File: src/rtl/color_palette_pkg.sv
// Shared types for the colour palette controller.
// Field-select codes and the key-repeat FSM state.
package color_palette_pkg;

  localparam logic [1:0] CH_R   = 2'd0;
  localparam logic [1:0] CH_G   = 2'd1;
  localparam logic [1:0] CH_B   = 2'd2;
  localparam logic [1:0] CH_ALL = 2'd3;

  typedef enum logic [1:0] {
    IDLE,
    DELAY,
    REPEAT
  } state_t;

endpackage

File: src/rtl/color_palette_if.sv
// Key/select inputs and palette outputs of the
// colour palette controller.
interface color_palette_if #(
  parameter int NREG = 4,
  parameter int CW   = 8,
  parameter int SW   = $clog2(NREG)
);

  logic                 en;
  logic                 up;
  logic                 down;
  logic [SW-1:0]        sel;
  logic [1:0]           chan;
  logic [NREG*CW-1:0]   pal_out;
  logic                 changed;
  logic                 at_max;
  logic                 at_min;

  modport master (
    output en, up, down, sel, chan,
    input  pal_out, changed, at_max, at_min
  );

  modport slave (
    input  en, up, down, sel, chan,
    output pal_out, changed, at_max, at_min
  );

endinterface

File: src/rtl/color_palette_ctrl_key_repeat.sv
// Press detection and DELAY/REPEAT auto-repeat timing;
// emits a step strobe and the direction of the hold.
module key_repeat
  import color_palette_pkg::*;
#(
  parameter int REPEAT_DLY  = 50,
  parameter int REPEAT_RATE = 10
) (
  input  logic Clk,
  input  logic reset,
  input  logic en,
  input  logic up,
  input  logic down,
  input  logic ok,
  output logic press,
  output logic step,
  output logic idle,
  output logic dir
);

  localparam int MAXC =
    (REPEAT_DLY > REPEAT_RATE) ?
    REPEAT_DLY : REPEAT_RATE;
  localparam int CNTW = $clog2(MAXC + 1);
  localparam logic [CNTW-1:0] DLY_C =
    CNTW'(REPEAT_DLY);
  localparam logic [CNTW-1:0] RATE_C =
    CNTW'(REPEAT_RATE);
  localparam logic [CNTW-1:0] ONE =
    CNTW'(1);

  state_t          st;
  logic [CNTW-1:0] cnt;
  logic            dir_q;
  logic            armed;
  logic            hold;
  logic            due;

  assign idle = (st == IDLE);
  assign dir  = idle ? up : dir_q;

  assign hold = en & (dir_q ? (up & ~down)
                            : (down & ~up));

  // armed stays low after reset until both keys are seen released
  assign press = idle & armed & ok & en
               & (up ^ down);

  assign due = (st == DELAY) ? (cnt == DLY_C)
                             : (cnt == RATE_C);

  assign step = press | (~idle & hold & due);

  always_ff @(posedge Clk or posedge reset) begin
    if (reset) begin
      st    <= IDLE;
      cnt   <= '0;
      dir_q <= 1'b0;
      armed <= 1'b0;
    end else begin
      if (!up && !down)
        armed <= 1'b1;
      unique case (st)
        IDLE: begin
          if (press) begin
            st    <= DELAY;
            cnt   <= ONE;
            dir_q <= up;
          end
        end
        DELAY, REPEAT: begin
          if (!hold) begin
            st  <= IDLE;
            cnt <= '0;
          end else if (due) begin
            st  <= REPEAT;
            cnt <= ONE;
          end else begin
            cnt <= cnt + ONE;
          end
        end
        default: begin
          st  <= IDLE;
          cnt <= '0;
        end
      endcase
    end
  end

endmodule

File: src/rtl/color_palette_ctrl.sv
// Palette register file with per-field step arithmetic
// and registered limit flags, driven by key_repeat.
module color_palette_ctrl
  import color_palette_pkg::*;
#(
  parameter int RW          = 3,
  parameter int GW          = 3,
  parameter int BW          = 2,
  parameter int NREG        = 4,
  parameter logic [NREG*(RW+GW+BW)-1:0] RST_PAL =
    32'h00FF00A4,
  parameter int REPEAT_DLY  = 50,
  parameter int REPEAT_RATE = 10,
  parameter int WRAP        = 0
) (
  input  logic           Clk,
  input  logic           reset,
  color_palette_if.slave bus
);

  localparam int CW = RW + GW + BW;
  localparam int SW = $clog2(NREG);
  localparam logic [SW:0] NLIM = (SW+1)'(NREG);
  localparam bit SAT = (WRAP == 0);

  logic               press;
  logic               step;
  logic               idle;
  logic               dir;
  logic               sel_ok;
  logic               tok;
  logic [SW-1:0]      sel_q;
  logic [SW-1:0]      tsel;
  logic [1:0]         chan_q;
  logic [1:0]         tchan;
  logic [NREG*CW-1:0] pal_q;
  logic [NREG*CW-1:0] pal_d;
  logic [CW-1:0]      ent;
  logic [CW-1:0]      ent_new;
  logic [RW-1:0]      r;
  logic [RW-1:0]      r_n;
  logic [GW-1:0]      g;
  logic [GW-1:0]      g_n;
  logic [BW-1:0]      b;
  logic [BW-1:0]      b_n;
  logic               ur;
  logic               ug;
  logic               ub;
  logic               mx_d;
  logic               mn_d;
  logic               changed_q;
  logic               at_max_q;
  logic               at_min_q;

  assign sel_ok = ({1'b0, bus.sel} < NLIM);

  key_repeat #(
    .REPEAT_DLY  (REPEAT_DLY),
    .REPEAT_RATE (REPEAT_RATE)
  ) u_key (
    .Clk   (Clk),
    .reset (reset),
    .en    (bus.en),
    .up    (bus.up),
    .down  (bus.down),
    .ok    (sel_ok),
    .press (press),
    .step  (step),
    .idle  (idle),
    .dir   (dir)
  );

  // live selection while idle, latched one during a hold
  assign tsel  = idle ? bus.sel  : sel_q;
  assign tchan = idle ? bus.chan : chan_q;
  assign tok   = idle ? sel_ok   : 1'b1;

  always_comb begin
    ent = '0;
    for (int k = 0; k < NREG; k++)
      if (tsel == SW'(k))
        ent = pal_q[k*CW +: CW];
  end

  assign r = ent[CW-1 -: RW];
  assign g = ent[GW+BW-1 -: GW];
  assign b = ent[BW-1:0];

  assign ur = step &
    (tchan == CH_R || tchan == CH_ALL);
  assign ug = step &
    (tchan == CH_G || tchan == CH_ALL);
  assign ub = step &
    (tchan == CH_B || tchan == CH_ALL);

  always_comb begin
    r_n = r;
    g_n = g;
    b_n = b;
    if (ur)
      r_n = dir ?
        ((SAT && &r)  ? r : r + RW'(1)) :
        ((SAT && ~|r) ? r : r - RW'(1));
    if (ug)
      g_n = dir ?
        ((SAT && &g)  ? g : g + GW'(1)) :
        ((SAT && ~|g) ? g : g - GW'(1));
    if (ub)
      b_n = dir ?
        ((SAT && &b)  ? b : b + BW'(1)) :
        ((SAT && ~|b) ? b : b - BW'(1));
  end

  assign ent_new = {r_n, g_n, b_n};

  always_comb begin
    pal_d = pal_q;
    for (int k = 0; k < NREG; k++)
      if (step && tsel == SW'(k))
        pal_d[k*CW +: CW] = ent_new;
  end

  always_comb begin
    mx_d = 1'b0;
    mn_d = 1'b0;
    unique case (1'b1)
      (tchan == CH_R): begin
        mx_d = &r_n;
        mn_d = ~|r_n;
      end
      (tchan == CH_G): begin
        mx_d = &g_n;
        mn_d = ~|g_n;
      end
      (tchan == CH_B): begin
        mx_d = &b_n;
        mn_d = ~|b_n;
      end
      default: begin
        mx_d = &r_n & &g_n & &b_n;
        mn_d = ~|ent_new;
      end
    endcase
    if (!tok) begin
      mx_d = 1'b0;
      mn_d = 1'b0;
    end
  end

  always_ff @(posedge Clk or posedge reset) begin
    if (reset) begin
      pal_q     <= RST_PAL;
      sel_q     <= '0;
      chan_q    <= CH_R;
      changed_q <= 1'b0;
      at_max_q  <= 1'b0;
      at_min_q  <= 1'b0;
    end else begin
      pal_q     <= pal_d;
      changed_q <= step && (ent_new != ent);
      at_max_q  <= mx_d;
      at_min_q  <= mn_d;
      if (press) begin
        sel_q  <= bus.sel;
        chan_q <= bus.chan;
      end
    end
  end

  assign bus.pal_out = pal_q;
  assign bus.changed = changed_q;
  assign bus.at_max  = at_max_q;
  assign bus.at_min  = at_min_q;

endmodule

File: src/flat_wrapper.sv
// flat-port wrapper written by rule: the top's interface ports become plain ports
module color_palette_ctrl_flat import color_palette_pkg::*;
#(
  parameter int RW          = 3,
  parameter int GW          = 3,
  parameter int BW          = 2,
  parameter int NREG        = 4,
  parameter logic [NREG*(RW+GW+BW)-1:0] RST_PAL =
    32'h00FF00A4,
  parameter int REPEAT_DLY  = 50,
  parameter int REPEAT_RATE = 10,
  parameter int WRAP        = 0
)
  (Clk, reset, bus_en, bus_up, bus_down, bus_sel, bus_chan, bus_pal_out, bus_changed, bus_at_max, bus_at_min);
  color_palette_if #(.NREG(NREG), .CW((8))) bus_i ();
  input  logic Clk;
  input  logic reset;
  input wire logic [$bits(bus_i.en)-1:0] bus_en;
  input wire logic [$bits(bus_i.up)-1:0] bus_up;
  input wire logic [$bits(bus_i.down)-1:0] bus_down;
  input wire logic [$bits(bus_i.sel)-1:0] bus_sel;
  input wire logic [$bits(bus_i.chan)-1:0] bus_chan;
  output wire logic [$bits(bus_i.pal_out)-1:0] bus_pal_out;
  output wire logic [$bits(bus_i.changed)-1:0] bus_changed;
  output wire logic [$bits(bus_i.at_max)-1:0] bus_at_max;
  output wire logic [$bits(bus_i.at_min)-1:0] bus_at_min;
  assign bus_i.en = bus_en;
  assign bus_i.up = bus_up;
  assign bus_i.down = bus_down;
  assign bus_i.sel = bus_sel;
  assign bus_i.chan = bus_chan;
  assign bus_pal_out = bus_i.pal_out;
  assign bus_changed = bus_i.changed;
  assign bus_at_max = bus_i.at_max;
  assign bus_at_min = bus_i.at_min;
  color_palette_ctrl #(.RW(RW), .GW(GW), .BW(BW), .NREG(NREG), .RST_PAL(RST_PAL), .REPEAT_DLY(REPEAT_DLY), .REPEAT_RATE(REPEAT_RATE), .WRAP(WRAP)) u_core (.Clk(Clk), .reset(reset), .bus(bus_i));
endmodule
File: config.mk
export PLATFORM = sky130hd
export DESIGN_NAME = color_palette_ctrl_flat
export DESIGN_NICKNAME = d
export VERILOG_FILES = /design/src/rtl/color_palette_pkg.sv /design/src/rtl/color_palette_if.sv /design/src/rtl/color_palette_ctrl_key_repeat.sv /design/src/rtl/color_palette_ctrl.sv /design/src/flat_wrapper.sv
export SDC_FILE = /design/constraint.sdc
export NUM_CORES = 1
export LEC_CHECK = 0
export CAP_MARGIN = 20
export CORE_UTILIZATION = 48
export CTS_BUF_LIST = sky130_fd_sc_hd__clkbuf_2
export CTS_CLUSTER_SIZE = 20
export DETAILED_ROUTE_END_ITERATION = 10
export DONT_BUFFER_PORTS = 1
export PLACE_DENSITY = 0.61
export RECOVER_POWER = 50
export SYNTH_ARGS = -nofsm -noshare
export SYNTH_HDL_FRONTEND = slang
export SYNTH_SLANG_ARGS = --single-unit
File: constraint.sdc
create_clock -name Clk -period 4.4 [get_ports Clk]
set_clock_uncertainty 0.2 [all_clocks]
set_input_delay 0.88 -clock Clk [delete_from_list [all_inputs] [get_ports Clk]]
set_output_delay 0.88 -clock Clk [all_outputs]
set_load 0.01 [all_outputs]
==> tab_implementation.tex, run 1 <==
\begin{tabular}{lr}
\hline
Metric & Value \\
\hline
\multicolumn{2}{l}{\textbf{Floorplan}} \\
\quad Die area & $\sim$7100 sq um \\
\quad Die Y-Extent & approximately 84 microns \\
\quad Core area & between 6000 and 7000 sq um \\
\quad Initial Util & 0.504 \\
\quad Die X-Extent & $\sim$84 microns \\
\quad Std cell rows & 29 \\
\quad I/O pins & between 40 and 50 \\
\multicolumn{2}{l}{\textbf{Worst setup path}} \\
\quad Reg2reg setup slack & 0.41 ns \\
\quad Data arrival time of the critical path & around 4.2 ns \\
\quad Data required time of the critical path & roughly 4.6 ns \\
\quad Nature of the critical path endpoint & register \\
\quad Endpoint of the most critical register-to-register path & u\_core.bus.at\_min \\
\quad Worst Setup Start Kind & register \\
\quad Crit-path max FO & 8 \\
\quad Reg-to-reg startpoint & u\_core.u\_key.st[1] \\
\quad Cell count of the worst reg-to-reg path & 15 \\
\quad Class of the most critical setup path & register to register \\
\multicolumn{2}{l}{\textbf{STA}} \\
\quad Final-report hold violation count & 0 \\
\quad Finish-stage setup viols & 0 \\
\quad Unrepaired setup endpoints after global routing & no \\
\quad Transition time at the pin with the least slew margin & 1.27 ns \\
\quad Share of the cycle needed by the critical path after routing & 0.907 \\
\quad Setup total negative slack & 0 ns \\
\quad Worst slew margin & 0.151 \\
\quad Highest achievable clock rate & approximately 0.25 GHz \\
\quad Worst hold slack & 0.296 ns \\
\quad Final worst path period need & between 3 and 4 ns \\
\quad Count of pins over their slew limit & 0 \\
\multicolumn{2}{l}{\textbf{Detailed routing}} \\
\quad Post-detailed-route count of antenna-violating nets & 0 \\
\quad Detailed Routing Iterations Pass 1 & 8 \\
\quad Count of vias placed by the detailed router & roughly 2400 \\
\quad Final Routed Wirelength & 7320 microns \\
\quad Vias per cell & around 5.8 \\
\quad 1st-iter DRT viols & 157 \\
\quad DRC & 4 \\
\quad Avg WL per Cell & roughly 17 microns \\
\multicolumn{2}{l}{\textbf{Power and ir drop}} \\
\quad Maximum vdd drop & 370 uV \\
\quad Power Total & approximately 0.0025 W \\
\quad Power density relative to cell area & 722 nW/um\^{}2 \\
\quad Static leakage power & 1.47 nW \\
\multicolumn{2}{l}{\textbf{Final layout}} \\
\quad \# diodes & 0 \\
\quad Fraction of layout instances using a drive strength above 1 & 0.184 \\
\quad Fill cell instance count of the final layout & 582 \\
\quad Most frequent cells in the layout & nand2\_1 (59), dfrtp\_1 (38), o21ai\_0 (29) \\
\quad Synth-to-Final Area Change & 4.95\% \\
\quad Number of nets in the layout & between 300 and 400 \\
\quad Final standard cell count with taps included and fillers excluded & 420 \\
\quad Final cell utilization of the core & 0.529 \\
\quad Most common cell after layout, fill and taps aside & nand2\_1 \\
\multicolumn{2}{l}{\textbf{Global routing}} \\
\quad Vias in the first global route & roughly 2400 \\
\quad Largest net degree at the start of global routing & 50 \\
\quad Antenna violations before repair & 0 \\
\quad Gr ovfl total & 0 \\
\quad First-pass GRT wire length & about 13000 microns \\
\quad Global-route usage over all layers & 0.223 \\
\multicolumn{2}{l}{\textbf{Placement}} \\
\quad Detailed-placement wirelength estimate & between 5000 and 6000 microns \\
\quad Port Buffers & 0 \\
\quad Final Wtd Congestion & 0.776 \\
\quad DP Cell Count & about 410 \\
\multicolumn{2}{l}{\textbf{Synth}} \\
\quad Flop and latch count out of synthesis & roughly 50 \\
\quad Share of flip-flops with an asynchronous set or reset & 1.00 \\
\quad Mean post-synth cell area & approximately 9.6 sq um \\
\quad Count of warnings emitted by yosys & 0 \\
\quad Top FF cell, synth & dfrtp\_1 \\
\quad Post-synthesis sequential area ratio & 0.383 \\
\quad Number of enable-type register cells in the synthesized netlist & 0 \\
\quad Cell area after synthesis & about 3200 sq um \\
\quad Unique cell type count in the Yosys netlist & between 60 and 70 \\
\quad Syn Inst Count & approximately 340 \\
\quad Total nets after synthesis & about 370 \\
\multicolumn{2}{l}{\textbf{Status}} \\
\quad Status & finished with violations \\
\quad Violated checks & DRC \\
\multicolumn{2}{l}{\textbf{Clock network}} \\
\quad Post-CTS Hold Buffers & 0 \\
\quad Post-CTS clock slew at the launch and capture registers of the worst setup and hold paths & 0.26 ns \\
\quad Clk root buf & clkbuf\_2 \\
\quad Source-to-sink clock delay at the later pin of the worst-skew pair & between 0.4 and 0.5 ns \\
\quad Maximum buffer depth of the clock tree & 2 \\
\quad Clock tree from TritonCTS & done \\
\quad Number of buffers created by CTS & 5 \\
\quad H-tree lvl count & 2 \\
\quad Total clock sinks & 49 \\
\multicolumn{2}{l}{\textbf{Hold path}} \\
\quad Hold Crit Class & primary input to asynchronous set/reset pin \\
\multicolumn{2}{l}{\textbf{Job}} \\
\quad Total of max-cap violations & 0 \\
\hline
\end{tabular}
worst max path at each step:
stage	end	cells after the start	from	slack (ns)
6_report	u_core.bus.at_min	15	u_core.u_key.st[1]	0.41
5_1_grt	u_core.bus.at_min	16	u_core.u_key.st[1]	0.09
4_1_cts	u_core.bus.at_min	15	u_core.u_key.st[0]	0.28
3_5_place_dp	u_core.bus.at_max	16	u_core.u_key.st[0]	0.33
3_3_place_gp	u_core.bus.at_min	15	u_core.u_key.st[0]	0.34
2_1_floorplan	u_core.bus.at_max	18	u_core.u_key.st[0]	0.62
per-stage QoR:
stage / instance area (sq um) / setup WS, ns
after CTS: 3340 / 0.284
after detailed placement: 3280 / 0.332
after global routing: 3400 / 0.0901
final: 3400 / 0.410
after global placement: 3280 / 0.339
after floorplan: 3240 / 0.621
repair_timing:
action	CTS	global route
setup buffers	0	6
resized for setup	0	2
endpoints found under the setup margin	0	1
metal layers:
layer | wire (microns) | global-route usage
met5 | 0 | 0
met4 | 176 | 0.0940
met3 | 453 | 0.0524
met2 | 3280 | 0.332
met1 | 3410 | 0.312
where the power goes:
group          switching (W)  internal [W]  total (W)
logic               0.000765      0.000539    0.00130
registers           0.000247      0.000646   0.000894
clock network       0.000153     0.0000997   0.000252
cells in the mapped netlist (2+ instances only):
master / n / area [sq um]
a31oi_2: 3 / 37.5
o21ai_0: 29 / 145
ha_1: 20 / 250
a32oi_1: 2 / 17.5
clkbuf_1: 2 / 7.51
nand2b_1: 7 / 43.8
and3_1: 5 / 31.3
nand3b_1: 3 / 22.5
or2_2: 2 / 12.5
buf_6: 4 / 45.0
o211ai_1: 4 / 30.0
nor2_1: 15 / 56.3
nor3_1: 7 / 35.0
o31a_1: 3 / 26.3
nand3_1: 11 / 55.1
o31ai_1: 4 / 30.0
mux2_2: 11 / 124
nand2_1: 59 / 221
a221oi_1: 2 / 17.5
dfstp_2: 11 / 289
buf_2: 3 / 15.0
nand4_1: 2 / 12.5
mux2i_1: 11 / 110
a311oi_1: 2 / 17.5
or3_1: 2 / 12.5
inv_1: 15 / 56.3
nor2b_1: 5 / 31.3
xnor2_1: 2 / 17.5
o21ai_2: 3 / 26.3
o21a_1: 2 / 15.0
a21oi_1: 11 / 55.1
mux2i_4: 2 / 45.0
and2_1: 3 / 18.8
o41ai_1: 2 / 17.5
dfrtp_1: 38 / 951
a22oi_1: 2 / 15.0
worst max-delay path, stage by stage (launching register included):
cell	delay, ns
dfrtp_1	0.45
inv_1	0.09
ha_2	0.28
buf_4	0.19
mux2_2	0.40
and3_1	0.17
a31oi_2	0.25
inv_1	0.08
ha_1	0.22
ha_1	0.21
nand2b_1	0.16
a311oi_1	0.48
xnor2_2	0.24
and2_1	0.23
nand3_1	0.09
a22oi_1	0.20
cell type report:
class                      count  area, sq um  share of cell area
clock buffer                   6         30.0             0.00884
timing repair buffer          10         63.8              0.0188
multi-input combinational    260         1870               0.550
clock inverter                 2         38.8              0.0114
tap                           77         96.3              0.0284
inverter                      16         60.1              0.0177
sequential                    49         1240               0.365
cells by family (layout without fill, tap and decap cells):
kind of cell               after synthesis  after routing  synth area share
DFF                                     49             49             0.383
and+or+nand+nor                        129            129             0.193
adders and majority gates               20             20            0.0773
AOI/OAI and AO/OA                       82             82             0.194
muxes                                   26             26            0.0951
xor gates and xnor gates                 3              3            0.0139
buffers and inverters                   27             34            0.0429
registers in the layout, summed over array words and instances, names as in the netlist:
signal              cells
u_core.sel_q            2
u_core.chan_q           2
u_core.bus.pal_out     32
u_core.bus.at_max       1
u_core.u_key.armed      1
u_core.u_key.dir_q      1
u_core.bus.at_min       1
u_core.u_key.st         2
u_core.bus.changed      1
u_core.u_key.cnt        6
(Power assumes the default switching activity.)
==> run 2, diff against run 1 <==
--- a/config.mk
+++ b/config.mk
@@ -5,6 +5,7 @@
 export SDC_FILE = /design/constraint.sdc
 export NUM_CORES = 1
 export LEC_CHECK = 0
+export ABC_AREA = 1
 export CAP_MARGIN = 20
 export CORE_UTILIZATION = 48
 export CTS_BUF_LIST = sky130_fd_sc_hd__clkbuf_2
==> run 2 against run 1 <==
The run ends with capacitance limit, slew limit left; critical path depth up 7; sequential share of layout area down 0.76 points; register-to-register slack better by 0.09 ns; largest cell class unchanged.
==> tab_implementation.tex, run 2 <==
\begin{tabular}{lr}
\hline
Metric & Value \\
\hline
\multicolumn{2}{l}{\textbf{Status}} \\
\quad Status & finished with violations \\
\quad Violated checks & capacitance limit, slew limit \\
\multicolumn{2}{l}{\textbf{Detailed routing}} \\
\quad Avg WL per Cell & 15.5 microns (-11\%) \\
\quad Vias per cell & 5.31 (-8.4\%) \\
\quad Final Routed Wirelength & 8120 microns (+11\%) \\
\quad Post-detailed-route count of antenna-violating nets & 0 (unchanged) \\
\quad DRC & 0 (-4) \\
\quad Detailed Routing Iterations Pass 1 & 4 (-4) \\
\quad 1st-iter DRT viols & 125 (-20\%) \\
\quad Count of vias placed by the detailed router & 2785 (+14\%) \\
\multicolumn{2}{l}{\textbf{Worst setup path}} \\
\quad Class of the most critical setup path & register to register \\
\quad Reg-to-reg startpoint & u\_core.u\_key.st[1] \\
\quad Data arrival time of the critical path & 4.11 ns (-0.06 ns) \\
\quad Worst Setup Start Kind & register \\
\quad Nature of the critical path endpoint & register \\
\quad Critical Path Source & u\_core.u\_key.st[1] \\
\quad Crit-path max FO & 14 (+6) \\
\quad Data required time of the critical path & 4.61 ns (+0.02 ns) \\
\multicolumn{2}{l}{\textbf{Placement}} \\
\quad Cell area after placement & 3400 sq um (+3.7\%) \\
\quad Final Wtd Congestion & 0.930 (+20\%) \\
\quad Detailed-placement wirelength estimate & 6220 microns (+16\%) \\
\quad Port Buffers & 0 (unchanged) \\
\multicolumn{2}{l}{\textbf{Synth}} \\
\quad Cell area after synthesis & 3360 sq um (+3.8\%) \\
\quad Top FF cell, synth & dfrtp\_1 \\
\quad Total nets after synthesis & 471 (+29\%) \\
\quad Unique cell type count in the Yosys netlist & 39 (-38\%) \\
\quad Synth area leader & dfrtp\_1 \\
\quad Fraction of synthesized cell area taken by the top area cell type & 0.283 (-0.0106) \\
\quad Cell with the most instances after synthesis & nand2\_1 \\
\quad Leading cell types by total area after synthesis & dfrtp\_1 (28\%), nand2\_1 (14\%), dfstp\_2 (8.6\%), ha\_1 (7.5\%), nand3\_1 (5.8\%) \\
\quad Flop and latch count out of synthesis & 49 (unchanged) \\
\quad Mean post-synth cell area & 7.59 sq um (-21\%) \\
\quad Count of warnings emitted by yosys & 0 (unchanged) \\
\quad Post-synthesis sequential area ratio & 0.369 (-0.0139) \\
\quad Number of enable-type register cells in the synthesized netlist & 0 (unchanged) \\
\quad Most frequent cells after synthesis & nand2\_1 (122), inv\_1 (50), nand3\_1 (39), o21ai\_0 (39), dfrtp\_1 (38) \\
\quad Syn Inst Count & 442 (+32\%) \\
\quad Share of flip-flops with an asynchronous set or reset & 1.00 (unchanged) \\
\multicolumn{2}{l}{\textbf{Power and ir drop}} \\
\quad Static leakage power & 1.67 nW (+14\%) \\
\quad Maximum vdd drop & 265 uV (-28\%) \\
\quad Power density relative to cell area & 717 nW/um\^{}2 (-0.69\%) \\
\quad Power Total & 0.00249 W (+1.4\%) \\
\multicolumn{2}{l}{\textbf{Final layout}} \\
\quad Number of nets in the layout & 472 (+27\%) \\
\quad \# diodes & 0 (unchanged) \\
\quad Synth-to-Final Area Change & 3.32\% \\
\quad Final design area excluding fillers & 3470 sq um (+2.1\%) \\
\quad Max reg flops & 32 (unchanged) \\
\quad Most common cell after layout, fill and taps aside & nand2\_1 \\
\quad Fraction of layout instances using a drive strength above 1 & 0.160 (-0.0238) \\
\quad Most frequent cells in the layout & nand2\_1 (122), inv\_1 (50), o21ai\_0 (39), nand3\_1 (39), dfrtp\_1 (38) \\
\multicolumn{2}{l}{\textbf{Clock network}} \\
\quad Post\_cts resized & 0 (unchanged) \\
\quad Clk root buf & clkbuf\_2 \\
\quad H-tree lvl count & 2 (unchanged) \\
\quad Total clock sinks & 49 (unchanged) \\
\quad Number of buffers created by CTS & 5 (unchanged) \\
\quad Post-CTS clock slew at the launch and capture registers of the worst setup and hold paths & 0.27 ns (about the same) \\
\quad Source-to-sink clock delay at the later pin of the worst-skew pair & 0.45 ns (about the same) \\
\quad Post-CTS repair timing setup buffer count & 0 (unchanged) \\
\quad Clock tree from TritonCTS & done \\
\quad Maximum buffer depth of the clock tree & 2 (unchanged) \\
\multicolumn{2}{l}{\textbf{Global routing}} \\
\quad Vias in the first global route & 2808 (+16\%) \\
\quad Global-route usage over all layers & 0.241 (+0.0179) \\
\quad Largest net degree at the start of global routing & 50 (unchanged) \\
\quad Gr ovfl total & 0 (unchanged) \\
\quad First-pass GRT wire length & 13900 microns (+11\%) \\
\quad Antenna violations before repair & 0 (unchanged) \\
\multicolumn{2}{l}{\textbf{STA}} \\
\quad Unrepaired setup endpoints after global routing & no \\
\quad Final worst path period need & 3.90 ns (-0.0902 ns) \\
\quad Setup total negative slack & 0 ns (unchanged) \\
\quad Share of the cycle needed by the critical path after routing & 0.886 (-0.0205) \\
\quad Count of pins over their slew limit & 42 (+42) \\
\quad Transition time at the pin with the least slew margin & 2.13 ns (+0.852 ns) \\
\quad Highest achievable clock rate & 0.256 GHz (+2.3\%) \\
\quad Finish-stage setup viols & 0 (unchanged) \\
\quad Final-report hold violation count & 0 (unchanged) \\
\quad Worst slew margin & -0.417 (-0.568) \\
\multicolumn{2}{l}{\textbf{Hold path}} \\
\quad Hold Crit Class & primary input to register \\
\quad Origin of the worst min-delay path & bus\_chan[0] \\
\multicolumn{2}{l}{\textbf{Floorplan}} \\
\quad Core area & 6760 sq um (+5.2\%) \\
\quad Die Y-Extent & 85.6 microns (+1.8\%) \\
\quad Std cell rows & 30 (+3.4\%) \\
\quad I/O pins & 44 (unchanged) \\
\quad Initial Util & 0.497 (-0.00695) \\
\quad Die X-Extent & 85.6 microns (+1.8\%) \\
\quad Die area & 7330 sq um (+3.7\%) \\
\multicolumn{2}{l}{\textbf{Job}} \\
\quad Total of max-cap violations & 1 (+1) \\
\hline
\end{tabular}
[run 2: per-layer routing]
metal / up-vias / global-route usage / wire length [microns]
met5: - / 0 / 0
met4: 0 / 0.0606 / 38
met3: 6 / 0.0770 / 617
met2: 82 / 0.382 / 3670
met1: 1269 / 0.321 / 3800
li1: 1428 / - / -
[run 2: worst paths after layout]
path	end	slack [ns]	depth (start not counted)
max in group asynchronous	u_core.bus.pal_out[27]	1.13	3
min in group asynchronous	u_core.u_key.cnt[2]	0.57	2
hold / removal	u_core.chan_q[0]	0.33	2
hold reg to reg	u_core.u_key.armed	0.33	1
setup / recovery	u_core.bus.at_max	0.50	22
setup reg to reg	u_core.bus.at_max	0.50	22
[run 2: cell families after synthesis]
family	Yosys count	share of synthesized area
AO/OA/AOI/OAI	58	0.0958
XOR/XNOR	2	0.00522
adder cells (fa/ha/maj)	20	0.0745
buffers and inverters	65	0.0816
flip-flops	49	0.369
multiplexers	2	0.00671
AND/OR/NAND/NOR	246	0.367
[run 2: report_power, final]
part	internal, W	switching [W]
sequential	0.000647	0.000230
combinational	0.000443	0.000905
clock	0.000101	0.000160
[run 2: worst max-delay path, cell delays in order, from the launching register on]
cell     delay [ns]
dfrtp_1        0.46
inv_1          0.10
ha_1           0.48
inv_2          0.13
nand2_1        0.10
nand2_2        0.19
nor2_2         0.36
nand2_1        0.11
nand3_1        0.09
nand2_1        0.10
ha_1           0.22
ha_1           0.22
inv_1          0.07
nor2_1         0.05
nor2_1         0.19
nand2_1        0.13
nand2_1        0.09
nand2_2        0.09
nor2_2         0.14
nand2_1        0.08
nor2_1         0.09
nand3_1        0.07
nand2_1        0.08
[run 2: layout make-up]
class	instances	area (sq um)
inverters	57	214
clock buffers	5	25.0
flip-flops and latches	49	1240
clock inverters	3	47.5
fillers	656	3290
well taps	80	100
multi-input cells	328	1830
repair buffers	2	13.8
[run 2: repair_timing]
item	in CTS	in global routing
setup endpoints to repair	0	0
endpoints found under the hold margin	0	8
hold buffers	0	1
[run 2: through the flow]
step	setup slack, ns	hold WS, ns	util	std cells
5_1_grt	0.122	0.267	0.513	524
3_5_place_dp	0.547	0.324	0.503	514
2_1_floorplan	1.32	0.275	-	442
3_3_place_gp	0.694	0.315	0.503	514
6_report	0.501	0.328	0.513	524
4_1_cts	0.472	0.324	0.514	522
